[config.mk]
export PLATFORM = sky130hd
export DESIGN_NAME = pulse_train_gen
export DESIGN_NICKNAME = d
export VERILOG_FILES = /design/src/rtl/pulse_train_gen.sv
export SDC_FILE = /design/constraint.sdc
export NUM_CORES = 1
export LEC_CHECK = 0
export CORE_MARGIN = 10
export CORE_UTILIZATION = 59
export CTS_CLUSTER_SIZE = 28
export DETAILED_ROUTE_END_ITERATION = 10
export MAX_ROUTING_LAYER = met4
export PLACE_DENSITY = 0.85
export SETUP_SLACK_MARGIN = 0.4
export SYNTH_ARGS = -nofsm -noshare
export SYNTH_HDL_FRONTEND = slang
export SYNTH_SLANG_ARGS = --single-unit
export TNS_END_PERCENT = 5
[constraint.sdc]
create_clock -name clk -period 5.5 [get_ports clk]
set_input_delay 1.65 -clock clk [delete_from_list [all_inputs] [get_ports clk]]
set_output_delay 1.65 -clock clk [all_outputs]
set_load 0.02 [all_outputs]
[src/rtl/pulse_train_gen.sv]
// Moore pulse-train generator: on an accepted start, emits `count` high pulses of
// latched high/low widths on x_out, then raises done for one cycle.
module pulse_train_gen #(
  parameter int CNT_W = 8,
  parameter int LEN_W = 8
) (
  input  logic             clk,
  input  logic             reset_n,
  input  logic             start,
  input  logic             abort,
  input  logic [CNT_W-1:0] count,
  input  logic [LEN_W-1:0] high_len,
  input  logic [LEN_W-1:0] low_len,
  output logic             x_out,
  output logic             busy,
  output logic             done
);

  typedef enum logic [1:0] {
    IDLE = 2'd0,
    HIGH = 2'd1,
    LOW  = 2'd2,
    DONE = 2'd3
  } state_e;

  state_e           state_q,  state_d;
  logic [LEN_W-1:0] phase_q,  phase_d;
  logic [LEN_W-1:0] high_q,   high_d;
  logic [LEN_W-1:0] low_q,    low_d;
  logic [CNT_W-1:0] pulses_q, pulses_d;
  logic [LEN_W-1:0] high_eff, low_eff;

  // NOTE: every always_comb output gets a default first so no path infers a latch.
  always_comb begin
    state_d  = state_q;
    phase_d  = phase_q;
    high_d   = high_q;
    low_d    = low_q;
    pulses_d = pulses_q;
    // A zero length would otherwise collapse a phase; treat it as one cycle.
    high_eff = (high_len == '0) ? LEN_W'(1) : high_len;
    low_eff  = (low_len  == '0) ? LEN_W'(1) : low_len;

    if (abort && state_q != IDLE) begin
      state_d = IDLE;
    end else begin
      unique case (state_q)
        IDLE: begin
          if (start) begin
            if (count == '0) begin
              state_d = DONE;
            end else begin
              pulses_d = count;
              high_d   = high_eff;
              low_d    = low_eff;
              phase_d  = high_eff - LEN_W'(1);
              state_d  = HIGH;
            end
          end
        end
        HIGH: begin
          if (phase_q == '0) begin
            pulses_d = pulses_q - CNT_W'(1);
            // Last pulse goes straight to DONE with no trailing gap.
            if (pulses_q == CNT_W'(1)) begin
              state_d = DONE;
            end else begin
              phase_d = low_q - LEN_W'(1);
              state_d = LOW;
            end
          end else begin
            phase_d = phase_q - LEN_W'(1);
          end
        end
        LOW: begin
          if (phase_q == '0) begin
            phase_d = high_q - LEN_W'(1);
            state_d = HIGH;
          end else begin
            phase_d = phase_q - LEN_W'(1);
          end
        end
        DONE: state_d = IDLE;
        default: state_d = IDLE;
      endcase
    end
  end

  // NOTE: state registers use non-blocking assignments so all flops update together.
  always_ff @(posedge clk or negedge reset_n) begin
    if (!reset_n) begin
      state_q  <= IDLE;
      phase_q  <= '0;
      high_q   <= '0;
      low_q    <= '0;
      pulses_q <= '0;
    end else begin
      state_q  <= state_d;
      phase_q  <= phase_d;
      high_q   <= high_d;
      low_q    <= low_d;
      pulses_q <= pulses_d;
    end
  end

  assign x_out = (state_q == HIGH);
  assign busy  = (state_q != IDLE);
  assign done  = (state_q == DONE);

endmodule

# Yosys cells after proc, flatten, opt, wreduce, memory -nomap -nowiden

Index checks and enable logic that the tools add are counted.
Widths: inputs -> output; s select.

Order comparisons: 0
Reduce and logical (&&, ||, !) cells: 13
Divide/modulo/power cells: 0
Multipliers: 0
Add/sub/neg operators: 5
Bitwise operators: 2
Mux-type cells: 19
Equal/unequal tests: 11
Shifts and indexed selects: 0

Operators by type and width:

| operator            | count |
|---|---|
| $mux 8              | 10 |
| $sub 8x1->8 const B | 5 |
| $logic_not 8->1     | 4 |
| $pmux 8 s3          | 1 |
| $pmux 8 s2          | 1 |
| $mux 2              | 5 |
| $reduce_and 5->1    | 2 |
| $ne 3x3->1 const B  | 3 |
| $eq 8x1->1 const B  | 1 |
| $pmux 2 s4          | 1 |
| $eq 2x2->1 const B  | 2 |
| $ne 2x2->1 const B  | 2 |
| $reduce_and 4->1    | 1 |
| $reduce_bool 2->1   | 2 |
| $ne 3x1->1 const B  | 1 |
| $reduce_and 3->1    | 1 |
| $reduce_bool 3->1   | 1 |
| $eq 2x1->1 const B  | 1 |
| $logic_not 2->1     | 1 |
| $ne 2x1->1 const B  | 1 |
| $not 1->1           | 2 |
| $logic_and 1x1->1   | 1 |
| $mux 1              | 1 |

Logic and storage cells: 55
Register bits after elaboration: 34
Input port bits: 28
Bits in read-only memories: 0
Memories: 0
Memory bits (writable): 0
Output and inout bits: 3
Bits in latches: 0

# Longest topological paths before layout

Gate-level depths: netlist of the first run.

Depth after elaboration: 6
Mapped depth: 10

# Least setup slack after synthesis of the first run

Ideal clock, no wire load.

Path kind: input -> register
Start: input high_len[2]
End: register phase_q[2]
Arrival: 3287 ps
Path slack: 2085 ps
Cell stages on the path: 9
Setup time: 128 ps
Path through: or4_1 -> nor3_1 -> a21oi_1 -> ha_1 -> xor2_1 -> nor2_1 -> nor3_1 -> o21ai_0 -> o31ai_1

Cells in the longest elaborated chain, start to end: 6

RTL lines:

| what                   | RTL line | text |
|---|---|---|
| start: declaration     | 12       | `input logic [LEN_W-1:0] high_len,` |
| $logic_not 8->1        | 41       | `high_eff = (high_len == '0) ? LEN_W'(1) : high_len;` |
| $mux 8 (*)             | 41       |  |
| $sub 8x1->8 (*)        | 56       | `phase_d = high_eff - LEN_W'(1);` |
| $mux 8 (*)             | 50       | `if (count == '0) begin` |
| $mux 8 (*)             | 49       | `if (start) begin` |
| $pmux 8 s3 (*)         | 47       | `unique case (state_q)` |
| end signal: assignment | 99       | `phase_q <= phase_d;` |
| end: declaration       | 27       | `logic [LEN_W-1:0] phase_q, phase_d;` |

Every way passes the cells marked *; elsewhere a longest branch is shown, timed or not. The select of a mux whose other input is x is not followed.
A chain may end at the register's enable or synchronous reset.

# Worst setup path after layout of the first run

Start: input high_len[2]
End: register phase_q[6]

The elaborated chain is that of the path after synthesis.

==> impl_metrics.tcl, run 1 <==
set metrics [dict create \
    synth_flop_cell "dfrtp_1" \
    hold_end "pulses_q[0]" \
    clockRootBuffer "clkbuf_8" \
    synth-edff-count 0 \
    grt_pass1_vias 2117 \
    grt_pass1_wl_um 10000 \
    num_vias 2149 \
    drt_wl_total_um 6020 \
    r2r_slack_ns 2.93 \
    postCtsSetupBuffers 0 \
    synth_seq_cells 34 \
    max-slew-margin-rel 0.594 \
    die_h_um 83.5 \
    drtPass1Iterations 5 \
    num_antenna_cells 0 \
    htreeDepth 2 \
    worst_skew_pair.late_latency_ns 0.29 \
    cts_resized 0 \
    ios 31 \
    yosysMostFrequentCell "dfrtp_1" \
    cts.clk_slew.worst_paths_ns 0.07 \
    post-dp-hpwl_um 4420 \
    antenna_found_initial 0 \
    fin_crit_ns 4.02 \
    ir_worst_vdd_v 0.000310 \
    cp.required_ns 5.68 \
    synth_compound_area_frac 0.213 \
    cp-start-kind "primary input" \
    vias_per_cell 6.30 \
    cts_hold_buf 0 \
    dieWidth_um 83.5 \
    syn_area_per_cell_um2 9.08 \
    synthXorXnorAreaFrac 0.0736 \
    ys_async_sr_fraction 1.00 \
    timing.rr.start "state_q[1]" \
    rsz0062_at_grt "no" \
    nNetsFinal 330 \
    wl_per_cell_um 17.7 \
    crit_path_end_kind "register" \
    hold_depth 1 \
    drc 0 \
    drt_first_iter_violations 107 \
    synth-simple-area-share 0.186 \
    status "finished clean" \
    synth_top_area_frac 0.358 \
    criticalPathCategory "in2reg" \
    ys_seq_area_frac 0.358 \
    powerDensity_mw_per_mm2 581 \
    finalSetupViolations 0 \
    drv_slew 0 \
    crit_fanout 6 \
    ys_top_cells_by_count "34 x dfrtp_1, 18 x nand2_1, 17 x inv_1, 17 x o21ai_0, 16 x a21oi_1" \
    synth_top_family_by_area "compound AO/OA/AOI/OAI gates" \
    p_total_mw 1.63 \
    max_cap_viol_count 0 \
    yosysUniqueCellTypes 49 \
    reg2reg_to "phase_q[5]" \
    cp_data_arrival_time_ns 4.19 \
    dieArea_mm2 0.00697 \
    power.leakage_nw 1.12 \
    tightest_slew_ns 0.609 \
    syn_inst 262 \
    num_rows 23 \
    placed_area_mm2 0.00270 \
    grt.total_usage 0.173 \
    cts-buffers-inserted 5 \
    synth.area.top_cells "dfrtp_1 36%, ha_1 5.8%, mux2_2 5.7%, xnor2_1 3.7%, xor2_1 3.7%" \
    drive_above_1_share 0.0997 \
    io_buffers 30 \
    startpoint "high_len[2]" \
    synthAdderAreaFrac 0.0579 \
    synthToLayoutAreaGrowth_pct 18.2 \
    fin_crit_sh 0.730 \
    synthesis.nets 301 \
    antenna_left 0 \
    stdcell_area_mm2 0.00281 \
    tritoncts "done" \
    start_util 0.603 \
    max_freq_mhz 249 \
    syn_area_mm2 0.00238 \
    synth_top_area_cell "dfrtp_1" \
    grt.overflow.total 0 \
    cts.sinks 34 \
    reg2reg_depth 7 \
    cts_buffer_depth 2 \
    tns_ns 0 \
    ys.warnings.count 0 \
    core_mm2 0.00394 \
    grt_max_degree 35 \
    final_core_util 0.713 \
    muxShareOfSynthArea 0.0610 \
    min-delay-start "pulses_q[0]" \
    routabilityCongestion 0.876 \
    hold_viol_final 0 \
    finClkSkew_ns 0.00887 \
    holdCritPathClass "reg2reg" \
]
critical path, stage by stage:
cell and delay (ns):
clkdlybuf4s50_1 0.51, or4_1 0.60, nor3_1 0.30, a21oi_1 0.20, ha_1 0.27, inv_1 0.09
nor2_1 0.06, xnor2_1 0.20, a21oi_1 0.10, a22o_1 0.21
metal layers:
metal	vias up	GRT usage	wire, um
li1	1023	-	-
met1	1041	0.203	2570
met2	73	0.284	3060
met3	12	0.0410	292
met4	0	0.0594	106
met5	-	-	0
cell usage in the layout, fill, tap and decap left out, types with 11 or more instances in the layout:
| cell type | Yosys | routed |
|---|---|---|
| a21oi_1 | 16 | 16 |
| inv_1 | 17 | 17 |
| mux2_2 | 12 | 12 |
| clkdlybuf4s50_1 | 0 | 30 |
| o21ai_0 | 17 | 17 |
| nor2_1 | 15 | 15 |
| nand2_1 | 18 | 18 |
| dfrtp_1 | 34 | 34 |
| ha_1 | 11 | 11 |
worst max path at each step:
stage	end	cells past startpoint
floorplan	phase_q[2]	9
global placement	phase_q[6]	10
detailed placement	phase_q[2]	10
CTS	phase_q[6]	10
global route	phase_q[6]	10
finish	phase_q[6]	10
kinds of logic (layout without fill, tap and decap cells):
kind of cell | Yosys count | count (layout)
flip-flops | 34 | 34
AND/OR/NAND/NOR | 82 | 82
adder cells (fa/ha/maj) | 11 | 11
XOR/XNOR | 20 | 20
multiplexers | 13 | 13
AO/OA/AOI/OAI | 75 | 75
buffers and inverters | 27 | 56
cell type report:
cell class                 instances  area [um2]
clock buffer                       6        82.6
sequential                        34         851
timing repair buffer              32         315
inverter                          17        63.8
fill                             329        1130
multi-input combinational        201        1410
tap                               50        62.6
clock inverter                     1        30.0
power breakdown:
group / total, mW / switching, mW / leakage (nW) / internal (mW)
Sequential: 0.541 / 0.162 / 0.408 / 0.379
Combinational: 0.859 / 0.470 / 0.650 / 0.389
Clock: 0.235 / 0.0902 / 0.0573 / 0.145
Total: 1.63 / 0.722 / 1.12 / 0.913
metrics by stage:
step           hold WS [ns]  std cells  setup slack, ns
6_report              0.541        341             1.48
3_3_place_gp          0.515        334             1.39
4_1_cts               0.544        341             1.52
2_1_floorplan         0.492        262             2.08
5_1_grt               0.551        341             1.35
3_5_place_dp          0.524        334             1.28
flip-flops by register name, summed over array words and instances (netlist names):
name,count
high_q,8
pulses_q,8
phase_q,8
low_q,8
state_q,2
No activity file was read; power rests on OpenSTA's default activity.
==> run 2, diff against run 1 <==
--- a/config.mk
+++ b/config.mk
@@ -6,11 +6,11 @@
 export NUM_CORES = 1
 export LEC_CHECK = 0
 export CORE_MARGIN = 10
-export CORE_UTILIZATION = 59
+export CORE_UTILIZATION = 50
 export CTS_CLUSTER_SIZE = 28
 export DETAILED_ROUTE_END_ITERATION = 10
 export MAX_ROUTING_LAYER = met4
-export PLACE_DENSITY = 0.85
+export PLACE_DENSITY = 0.76
 export SETUP_SLACK_MARGIN = 0.4
 export SYNTH_ARGS = -nofsm -noshare
 export SYNTH_HDL_FRONTEND = slang
==> constraint.sdc (replaced) <==
create_clock -name clk -period 3.5 [get_ports clk]
set_input_delay 1.05 -clock clk [delete_from_list [all_inputs] [get_ports clk]]
set_output_delay 1.05 -clock clk [all_outputs]
set_load 0.02 [all_outputs]
==> run 2 against run 1 <==
Critical endpoint is now phase_q[2]. First-iteration DRC count grew 71%. Cell area grew 1.5%. Combinational power grew 59%. Final cell count grew 3.2%.
==> impl_metrics.tcl, run 2 (synthesis results as in run 1) <==
set metrics [dict create \
    finClkSkew_ns 0.00983 \
    rsz0062_at_grt "yes" \
    stdcell_area_mm2 0.00285 \
    grt_max_degree 35 \
    powerDensity_mw_per_mm2 881 \
    antenna_found_initial 0 \
    cp_data_arrival_time_ns 3.16 \
    max_freq_mhz 335 \
    drv_slew 0 \
    antenna_left 0 \
    num_antenna_cells 0 \
    crit_fanout 4 \
    grt_pass1_vias 2051 \
    placed_area_mm2 0.00275 \
    routabilityCongestion 0.888 \
    hold-worst-slack_ns 0.538 \
    place_ws_ns 0.138 \
    power.leakage_nw 1.14 \
    ios 31 \
    cp-start-kind "primary input" \
    drt_wl_total_um 5790 \
    htreeDepth 2 \
    reg2reg_to "phase_q[5]" \
    r2r_slack_ns 1.01 \
    drt_first_iter_violations 183 \
    start_util 0.510 \
    worstSetupEndpoint "phase_q[2]" \
    layout_common_cells "34 x dfrtp_1, 30 x clkdlybuf4s50_1, 18 x nand2_1, 17 x inv_1, 17 x o21ai_0" \
    postCtsSetupBuffers 0 \
    cts_resized 0 \
    synthToLayoutAreaGrowth_pct 19.9 \
    io_buffers 30 \
    p_total_mw 2.51 \
    crit_path_end_kind "register" \
    dp.cells 344 \
    die_h_um 89.0 \
    grt.overflow.total 0 \
    setup_slack_ns 0.518 \
    vias_per_cell 5.98 \
    max_cap_viol_count 0 \
    cts.clk_slew.worst_paths_ns 0.07 \
    startpoint "high_len[4]" \
    num_vias 2104 \
    finalSetupViolations 0 \
    drive_above_1_share 0.128 \
    tightest_slew_ns 0.466 \
    nNetsFinal 336 \
    max-slew-margin-rel 0.689 \
    status "finished clean" \
    holdCritPathClass "reg2reg" \
    fin_crit_sh 0.852 \
    dieWidth_um 89.0 \
    criticalPathCategory "in2reg" \
    cts_hold_buf 0 \
    timing.rr.start "state_q[1]" \
    fin_crit_ns 2.98 \
    clockRootBuffer "clkbuf_8" \
    dieArea_mm2 0.00792 \
    drc 0 \
    tritoncts "done" \
    num_rows 25 \
    hold_viol_final 0 \
    layout_commonest_cell "dfrtp_1" \
    cts_buffer_depth 2 \
    tns_ns 0 \
    drtPass1Iterations 4 \
    cp.required_ns 3.67 \
    wl_per_cell_um 16.5 \
    ir_worst_vdd_v 0.000396 \
    grt_pass1_wl_um 9690 \
    cts.sinks 34 \
    grt.total_usage 0.159 \
    final_core_util 0.612 \
    cts-buffers-inserted 5 \
    worst_skew_pair.late_latency_ns 0.29 \
    core_mm2 0.00466 \
    post-dp-hpwl_um 4360 \
    finalNonFillerCells 352 \
    reg2reg_depth 8 \
]
run 2: cell count changes in the layout (fill, tap and decap cells not counted), sizes merged:
cell / previous run / this run
buf: 2 / 8
clkbuf: 6 / 7
clkinv: 0 / 1
bufinv: 1 / 0
run 2: per-layer routing:
layer,wire length [um],GRT usage
met1,2600,0.195
met2,2850,0.257
met3,254,0.0301
met4,94,0.0564
met5,0,-
run 2: final cells by class:
| cell class | instances | area [um2] |
|---|---|---|
| Tap cell | 54 | 67.6 |
| Clock buffer | 7 | 86.3 |
| Clock inverter | 1 | 5.00 |
| Multi-Input combinational cell | 201 | 1420 |
| Inverter | 17 | 63.8 |
| Timing Repair Buffer | 38 | 360 |
| Fill cell | 409 | 1810 |
| Sequential cell | 34 | 851 |
run 2: worst min-delay path by stage:
stage | endpoint | cells past startpoint | from
6_report | low_q[7] | 1 | low_q[7]
5_1_grt | low_q[7] | 1 | low_q[7]
4_1_cts | pulses_q[0] | 1 | pulses_q[0]
3_5_place_dp | low_q[7] | 1 | low_q[7]
3_3_place_gp | high_q[7] | 1 | high_q[7]
2_1_floorplan | pulses_q[0] | 1 | pulses_q[0]
run 2: worst max-delay path: stages:
cell             delay, ns
clkdlybuf4s50_1       0.47
or4_4                 0.53
nor3_2                0.16
a21oi_1               0.13
ha_1                  0.24
xor2_1                0.14
nor2_1                0.13
nor3_1                0.06
o21ai_0               0.16
o31ai_1               0.09
run 2: power breakdown:
| group | internal, mW | switching, mW |
|---|---|---|
| Sequential | 0.596 | 0.241 |
| Clock | 0.159 | 0.148 |
| Combinational | 0.636 | 0.734 |
| Total | 1.39 | 1.12 |
==> run 3, diff against run 2 <==
--- a/config.mk
+++ b/config.mk
@@ -6,13 +6,12 @@
 export NUM_CORES = 1
 export LEC_CHECK = 0
 export CORE_MARGIN = 10
-export CORE_UTILIZATION = 50
+export CORE_UTILIZATION = 30
 export CTS_CLUSTER_SIZE = 28
 export DETAILED_ROUTE_END_ITERATION = 10
+export GPL_ROUTABILITY_DRIVEN = 1
 export MAX_ROUTING_LAYER = met4
-export PLACE_DENSITY = 0.76
 export SETUP_SLACK_MARGIN = 0.4
 export SYNTH_ARGS = -nofsm -noshare
 export SYNTH_HDL_FRONTEND = slang
 export SYNTH_SLANG_ARGS = --single-unit
-export TNS_END_PERCENT = 5
==> run 3 against run 2 <==
Cell area increased by 2.0%. Largest cell class unchanged. Non-clock buffer count unchanged. Largest power group unchanged. Critical path depth shrank 2. Wire length rose by 3.5%.
==> impl_metrics.tcl, run 3 (synthesis results as in run 1) <==
set metrics [dict create \
    worst_skew_pair.late_latency_ns 0.28 \
    layout_commonest_cell "dfrtp_1" \
    p_switching_mw 1.12 \
    critPathSlowestCell "or4_1" \
    cp-start-kind "primary input" \
    num_vias 2027 \
    tns_ns 0 \
    setup_slack_ns 0.517 \
    internal_power_mw 1.39 \
    hold_depth 1 \
    criticalPathCategory "in2reg" \
    max_cap_viol_count 0 \
    grt.total_usage 0.103 \
    met3_length_um 225 \
    rsz0062_at_grt "no" \
    cp.required_ns 3.71 \
    cp_data_arrival_time_ns 3.20 \
    power_frac_clock 0.122 \
    cts.clk_slew.worst_paths_ns 0.07 \
    routabilityCongestion 0.855 \
    antenna_found_initial 0 \
    io_buffers 30 \
    fin_crit_sh 0.852 \
    postCtsSetupBuffers 0 \
    post-dp-hpwl_um 4520 \
    place_ws_ns 0.121 \
    cp_num_buf_inv 2 \
    wl_per_cell_um 15.0 \
    powerDensity_mw_per_mm2 863 \
    core_mm2 0.00773 \
    p_sw_frac 0.446 \
    antenna_left 0 \
    drive_above_1_share 0.128 \
    die_h_um 109 \
    vias_per_cell 5.07 \
    cts_buffer_depth 2 \
    cts-buffers-inserted 5 \
    power_frac_comb 0.545 \
    path_depth 8 \
    crit_path_end_kind "register" \
    htreeDepth 2 \
    status "finished clean" \
    drc 0 \
    drt_first_iter_violations 99 \
    grt_pass1_vias 2012 \
    grt_pass1_wl_um 9740 \
    seqPwrFrac 0.332 \
    reg2reg_depth 6 \
    fin_crit_ns 2.98 \
    hold_viol_final 0 \
    crit_fanout 23 \
    layout_common_cells "34 x dfrtp_1, 30 x clkdlybuf4s50_1, 18 x nand2_1, 17 x inv_1, 17 x o21ai_0" \
    met1_length_um 2800 \
    met2_length_um 2870 \
    nNetsFinal 336 \
    ir_worst_vdd_v 0.000307 \
    fillCellCount 765 \
    start_util 0.308 \
    highest_layer "met4" \
    drt_wl_total_um 5990 \
    grt_max_degree 35 \
    finalSetupViolations 0 \
    clockRootBuffer "clkbuf_8" \
    grt.overflow.total 0 \
    dieWidth_um 109 \
    tritoncts "done" \
    power.leakage_nw 1.14 \
    ios 31 \
    finClkSkew_ns 0.00480 \
    synthToLayoutAreaGrowth_pct 22.4 \
    crit_chain "clkdlybuf4s50_1 > or4_1 > o211a_2 > buf_4 > a2bb2oi_4 > nand3_1 > o21ai_0 > a21oi_1" \
    num_rows 32 \
    drtPass1Iterations 4 \
    cts.sinks 34 \
    max_freq_mhz 335 \
    tightest_slew_ns 0.509 \
    holdCritPathClass "reg2reg" \
    num_antenna_cells 0 \
    drv_slew 0 \
    crit_family "compound AO/OA/AOI/OAI gates" \
    dieArea_mm2 0.0119 \
    max_stage_delay_ns 0.60 \
    max-slew-margin-rel 0.656 \
]
## run 3: cell counts in the layout (fill, tap and decap cells not counted)
No cell type changed its count.
## run 3: power groups by stage
stage | logic, mW | registers, mW | clock network [mW]
floorplan | 1.06 | 0.774 | 0
global placement | 1.34 | 0.835 | 0
detailed placement | 1.37 | 0.838 | 0
CTS | 1.37 | 0.833 | 0.314
global route | 1.54 | 0.873 | 0.329
finish | 1.37 | 0.835 | 0.307
## run 3: worst paths after layout
| check | startpoint | endpoint | slack, ns |
|---|---|---|---|
| max in group asynchronous | reset_n | phase_q[4] | 1.99 |
| min in group asynchronous | reset_n | pulses_q[5] | 1.18 |
| worst max register to register | phase_q[3] | pulses_q[6] | 1.06 |
| worst min-delay path | pulses_q[0] | pulses_q[0] | 0.53 |
| worst max-delay path | count[2] | pulses_q[6] | 0.52 |
| worst min register to register | pulses_q[0] | pulses_q[0] | 0.53 |
## run 3: stage by stage
stage	instances	total power, mW	utilization	hold slack [ns]	instance area, um2
floorplan	262	1.84	-	0.492	2380
global placement	392	2.18	0.364	0.514	2810
detailed placement	392	2.21	0.364	0.522	2810
CTS	400	2.52	0.375	0.539	2900
global route	400	2.74	0.377	0.558	2910
finish	400	2.51	0.377	0.535	2910
## run 3: timing repair
action	CTS	global route
resized for setup	0	3
hold buffers	0	0
setup endpoints to repair	0	6
## run 3: area by class of cell
type | count | area, um2 | share of cell area
Inverter | 17 | 63.8 | 0.0219
Multi-Input combinational cell | 201 | 1420 | 0.487
Timing Repair Buffer | 38 | 360 | 0.124
Clock buffer | 7 | 86.3 | 0.0297
Clock inverter | 1 | 5.00 | 0.00172
Tap cell | 102 | 128 | 0.0439
Sequential cell | 34 | 851 | 0.292
## run 3: routing by layer
metal	up-vias	global-route usage
li1	1028	-
met1	943	0.126
met5	-	-
met3	8	0.0201
met2	48	0.166
met4	0	0.0330
